File: src/rtl/freq_meter.sv
// freq_meter: counts synchronized rising edges of sig_in over a fixed gate window and publishes the total with a valid strobe.
module freq_meter #(
  parameter int GATE_CYCLES = 25000000,
  parameter int GATE_BITS = 25,
  parameter int COUNT_BITS = 16
) (
  input  logic                  clkin,
  input  logic                  rst,
  input  logic                  sig_in,
  output logic [COUNT_BITS-1:0] count,
  output logic                  valid,
  output logic                  overflow
);
  logic s1, s2, s3, sat, rise, last, at_max;
  logic [GATE_BITS-1:0] gate_cnt;
  logic [COUNT_BITS-1:0] acc;
  always_comb begin
    rise = s2 & ~s3;
    last = gate_cnt == GATE_BITS'(GATE_CYCLES - 1);
    at_max = &acc;
  end
  // An edge in the closing cycle is folded straight into the published count.
  always_ff @(posedge clkin) begin
    if (rst) begin
      s1 <= 1'b0;
      s2 <= 1'b0;
      s3 <= 1'b0;
      gate_cnt <= '0;
      acc <= '0;
      sat <= 1'b0;
      count <= '0;
      valid <= 1'b0;
      overflow <= 1'b0;
    end else begin
      s1 <= sig_in;
      s2 <= s1;
      s3 <= s2;
      gate_cnt <= last ? '0 : gate_cnt + 1'b1;
      valid <= last;
      if (last) begin
        count <= acc + COUNT_BITS'(rise & ~at_max);
        overflow <= sat | (at_max & rise);
        acc <= '0;
        sat <= 1'b0;
      end else if (rise) begin
        acc <= at_max ? acc : acc + 1'b1;
        sat <= sat | at_max;
      end
    end
  end
endmodule

File: config.mk
export PLATFORM = sky130hd
export DESIGN_NAME = freq_meter
export DESIGN_NICKNAME = d
export VERILOG_FILES = /design/src/rtl/freq_meter.sv
export SDC_FILE = /design/constraint.sdc
export NUM_CORES = 1
export LEC_CHECK = 0
export ABC_AREA = 1
export CELL_PAD_IN_SITES_DETAIL_PLACEMENT = 0
export CELL_PAD_IN_SITES_GLOBAL_PLACEMENT = 1
export CORE_MARGIN = 1
export CORE_UTILIZATION = 38
export DETAILED_ROUTE_END_ITERATION = 16
export GPL_TIMING_DRIVEN = 0
export PLACE_DENSITY = 0.82
export SYNTH_ARGS = -nofsm -noshare
export SYNTH_HDL_FRONTEND = slang
export SYNTH_SLANG_ARGS = --single-unit
File: constraint.sdc
create_clock -name clkin -period 2.4 [get_ports clkin]
set_input_delay 0.48 -clock clkin [delete_from_list [all_inputs] [get_ports clkin]]
set_output_delay 0.48 -clock clkin [all_outputs]
set_load 0.02 [all_outputs]
# Yosys cells after proc, flatten, opt, wreduce, memory -nomap -nowiden
# Cells that the tools add are included.
[word_totals]
register_bits = 63
wordCells = 24
output_inout_bits = 18
[op_classes]
bitwise_logic = 8
n_addsub = 3
eq_ne = 1
n_reduce_logical = 3
[ops]
columns = ["op", "n"]
rows = [
  ["$add A25 B1 Y25 const B", 1],
  ["$eq A25 B25 Y1 const B", 1],
  ["$add A16 B1 Y16 const B", 1],
  ["$add A16 B16 Y16", 1],
  ["$and A1 B16 Y16", 1],
  ["$not A1 Y16", 1],
  ["$reduce_and A16 Y1", 1],
  ["$and A1 B1 Y1", 2],
  ["$not A1 Y1", 2],
  ["$or A1 B1 Y1", 2],
  ["$reduce_and A2 Y1", 1],
  ["$reduce_or A2 Y1", 1],
]

# Longest topological paths before layout
# Gate-level depths: netlist of the first run.
[logic_depth]
depth_word = 4
ltp_mapped = 17

# Least setup slack after synthesis of the first run
# No wires, ideal clock.
[synth_path]
path_kind = "reg-to-reg"
from = "reg acc[0]"
to = "reg count[10]"
setup_ns = 0.114
path_buffers = 1
path_slack_ns = 0.045
arrival_time_ns = 2.241
required_ns = 2.286
synth_period_minus_slack_ns = 2.355
stages_incl_launch_ff = 16
path_cell_list = "dfxtp_1 ha_1 inv_1 nor2_2 nand2_2 nor2_1 nor2_2 buf_2 ha_1 ha_1 nand3_1 nor2_1 nand2_1 xor2_1 nand3_1 nand2_1"
[synth_via]
elab_chain_len = 4
[synth_lines]
columns = ["element", "line_no", "rtl"]
rows = [
  ["start, declared", "16", "logic [COUNT_BITS-1:0] acc;"],
  ["start signal, assigned", "46", "acc <= at_max ? acc : acc + 1'b1;"],
  ["$reduce_and A16 Y1", "20", "at_max = &acc;"],
  ["$not A1 Y16", "41", "count <= acc + COUNT_BITS'(rise & ~at_max);"],
  ["$and A1 B16 Y16", "41", ""],
  ["$add A16 B16 Y16 (*)", "41", ""],
  ["end signal, assigned", "41", ""],
  ["end, declared", "10", "output logic [COUNT_BITS-1:0] count,"],
]
# Every way passes the cells marked *; elsewhere a longest branch is shown, timed or not.
# A chain may end at the register's enable or synchronous reset.

# Worst setup path in the final report of the first run
[layout_path]
from = "reg acc[6]"
to = "reg count[6]"
# The elaborated chain is that of the path after synthesis.

==> flow_metrics.py, run 1 <==
metrics = {
    "die": {
        "die_area_um2": 9200,
        "rows": 33,
        "core_um2": 8380,
        "io_pins": 21,
        "die-width_um": 95.9,
        "dieHeight_um": 95.9,
        "start_util_pct": 40.0,
    },
    "timing": {
        "min_period_ps": 2250,
        "fin_crit_sh_pct": 93.6,
        "fmax_mhz": 445,
        "rsz0062_at_grt": "no",
        "tightest_slew_ps": 447,
        "hold_viol": 0,
        "clock_skew_ps": 5.99,
        "setup_viol": 0,
        "slew_violations": 0,
        "relSlewSlack_pct": 70.2,
    },
    "clock_network": {
        "cts_buffer_depth": 2,
        "cts_made_buffers": 9,
        "htree_num_levels": 3,
        "insertion_delay_ps": 340,
        "cts_root_buf": "clkbuf_8",
        "clock_sinks": 63,
        "clk_pin_slew_ps": 70,
        "cts_tree": "yes",
    },
    "power": {
        "cellLeakagePower_uw": 0.00154,
        "power.density_nw_per_um2": 476,
        "ir_drop_mv": 0.294,
    },
    "place": {
        "dp_hpwl_um": 6050,
        "gp_congestion": 0.826,
        "io_buffers": 20,
        "dp.cells": 634,
    },
    "synth": {
        "syn-cell-area_um2": 3350,
        "synth.top_cell.area_share_pct": 37.6,
        "synth_fa_ha_area_share_pct": 1.49,
        "yosys_warnings": 0,
        "synth_top_family_by_area": "simple AND/OR/NAND/NOR gates",
        "yosysMostFrequentCell": "nand2_1",
        "synth_xor_area_share_pct": 6.27,
        "synth_fp_nets": 516,
        "synth_compound_area_share_pct": 3.88,
        "synth_common_cells": "nand2_1 (171), nor2_1 (80), dfxtp_1 (63), nand3_1 (46), inv_1 (40)",
        "ys_types": 33,
        "yosys-mux-area-fraction_pct": 0,
        "synth_edf_count": 0,
        "async_flop_share_pct": 0,
        "ys.flop_type": "dfxtp_1",
        "syn_inst": 509,
        "ys_ff_latch": 63,
        "synth_area_leaders": "dfxtp_1 (38%), nand2_1 (19%), nor2_1 (9.0%), nand3_1 (6.9%), inv_1 (4.5%)",
        "avgSynthCellArea_um2": 6.59,
        "yosysSeqAreaShare_pct": 37.6,
        "yosys.area_share.simple_pct": 43.2,
        "yosys.area.top_type": "dfxtp_1",
    },
    "worst_setup_path": {
        "crit_fanout": 6,
        "critPathKind": "reg2reg",
        "critPathLaunchType": "flip-flop",
        "cp.required_ps": 2640,
        "endpoint_kind": "flip-flop",
        "worstReg2RegStart": "acc[6]",
        "cp-startpoint": "acc[6]",
        "reg2reg_to": "count[6]",
        "arrival_ps": 2480,
        "r2r_slack_ps": 150,
        "crit_path_end": "count[6]",
        "worstRegToRegCells": 14,
    },
    "cells_and_area": {
        "finalNonFillerCells": 652,
        "area.growth.synth_to_final_pct": 17.7,
        "antennaDiodeCount": 0,
        "post-route-util_pct": 47.1,
        "drive_gt1_share_pct": 10.8,
        "num-fill-cells": 870,
        "nets": 551,
    },
    "routing": {
        "remaining_drc_errors": 0,
        "num_vias": 3112,
        "routed_wl_um": 8040,
        "ant_nets": 0,
        "avgRoutedWirePerCell_um": 12.3,
        "drtIter0Drc": 97,
        "viasPerCell": 4.77,
        "first_pass_iters": 6,
    },
    "grt": {
        "grt_pass1_vias": 2929,
        "overflow": 0,
        "antenna_found_initial": 0,
        "grt_pass1_wl_um": 13600,
        "track_usage_pct": 19.8,
        "grt_max_degree": 11,
    },
    "flow_run": {
        "cap_violations": 0,
    },
    "run_status": {
        "status": "finished clean",
    },
    "min_path": {
        "hold_path_class": "reg2reg",
    },
}
-- power breakdown --
group	total [uW]	internal [uW]	switching [uW]
combinational	65.6	22.1	43.5
sequential	1060	1050	6.45
clock	752	361	392
-- per-layer routing --
metal	vias up	routed length (um)	GRT usage, %
met4	0	170	6.97
met1	1379	3560	21.7
met5	-	0	0
met2	56	4050	37.4
li1	1659	-	-
met3	18	260	4.19
-- sequential cells by signal, indices dropped and copies added (netlist names) --
register / flops
s3: 1
count: 16
gate_cnt: 25
acc: 16
valid: 1
sat: 1
s2: 1
s1: 1
overflow: 1
-- cell type report --
| type | count | area, um^2 | share of cell area (%) |
|---|---|---|---|
| inverter | 45 | 169 | 4.28 |
| clock inverter | 2 | 10.0 | 0.254 |
| timing repair buffer | 24 | 230 | 5.84 |
| sequential | 63 | 1270 | 32.2 |
| clock buffer | 12 | 135 | 3.43 |
| multi-input combinational | 389 | 1910 | 48.4 |
| tap | 105 | 131 | 3.33 |
| buffer | 12 | 91.3 | 2.32 |
-- cells by family (layout without fill, tap and decap cells) --
group	count (synthesis)	count (layout)
xor+xnor	24	24
simple gates	335	335
compound gates	26	26
flops	63	63
fa+ha+maj	4	4
buf+inv	57	95
-- critical path: stages, from the launching register on --
cell and delay, ps:
dfxtp_1 460, nand2_1 170, nor2_4 170, nand2_2 100, nor2_4 130, nor2_2 70, buf_6 120, ha_4 170
ha_4 170, nand3_4 110, nor2_4 60, buf_4 130, xor2_1 140, nand3_1 90, nand2_1 50
-- how the worst min path moves through the flow --
stage	start	to	slack [ps]	cells after the start
3_5_place_dp	s1	s2	400	2
5_1_grt	s1	s2	420	2
4_1_cts	s1	s2	410	2
6_report	s1	s2	410	2
2_1_floorplan	s1	s2	390	2
3_3_place_gp	s1	s2	400	2
-- stage by stage --
stage	hold slack [ps]	cell area, um^2	setup TNS [ps]	total power [uW]	worst slack (ps)
3_5_place_dp	402	3680	-2640	1140	-525
5_1_grt	421	3940	0	1960	2.27
2_1_floorplan	388	3350	0	1120	45.0
4_1_cts	412	3900	0	1910	8.67
6_report	409	3940	0	1880	155
3_3_place_gp	396	3680	-2740	1140	-531
-- timing repair --
| action | 4_1_cts | 5_1_grt |
|---|---|---|
| pin swaps | 2 | 1 |
| setup buffers | 3 | 1 |
| endpoints found under the setup margin | 13 | 5 |
| resized for setup | 13 | 8 |
| hold buffers | 0 | 0 |
-- placed cells by master, fill, tap and decap left out, types with 2 or more instances in the layout --
cell type          n
a21oi_1           24
buf_2              4
buf_4              6
buf_6              2
clkbuf_1           4
clkbuf_4           2
clkbuf_8           9
clkdlybuf4s50_1   20
clkinv_2           2
dfxtp_1           60
dfxtp_4            2
ha_4               2
inv_1             40
inv_2              4
nand2_1          171
nand2_2            3
nand3_1           45
nand3b_1           2
nand4_1           10
nor2_1            78
nor2_2             7
nor2_4             5
nor3_1             4
o21ai_1            2
xnor2_1            7
xor2_1            16
(Power assumes the default switching activity.)
==> run 2, diff against run 1 <==
--- a/config.mk
+++ b/config.mk
@@ -13,6 +13,7 @@
 export DETAILED_ROUTE_END_ITERATION = 16
 export GPL_TIMING_DRIVEN = 0
 export PLACE_DENSITY = 0.82
+export SLEW_MARGIN = 25
 export SYNTH_ARGS = -nofsm -noshare
 export SYNTH_HDL_FRONTEND = slang
 export SYNTH_SLANG_ARGS = --single-unit
==> results of run 2 <==
No change in the layout: final DEF, timing and power equal those of run 1.
==> run 3, diff against run 2 <==
--- a/config.mk
+++ b/config.mk
@@ -8,7 +8,6 @@
 export ABC_AREA = 1
 export CELL_PAD_IN_SITES_DETAIL_PLACEMENT = 0
 export CELL_PAD_IN_SITES_GLOBAL_PLACEMENT = 1
-export CORE_MARGIN = 1
 export CORE_UTILIZATION = 38
 export DETAILED_ROUTE_END_ITERATION = 16
 export GPL_TIMING_DRIVEN = 0
==> results of run 3 <==
No change in the layout: final DEF, timing and power equal those of run 1.
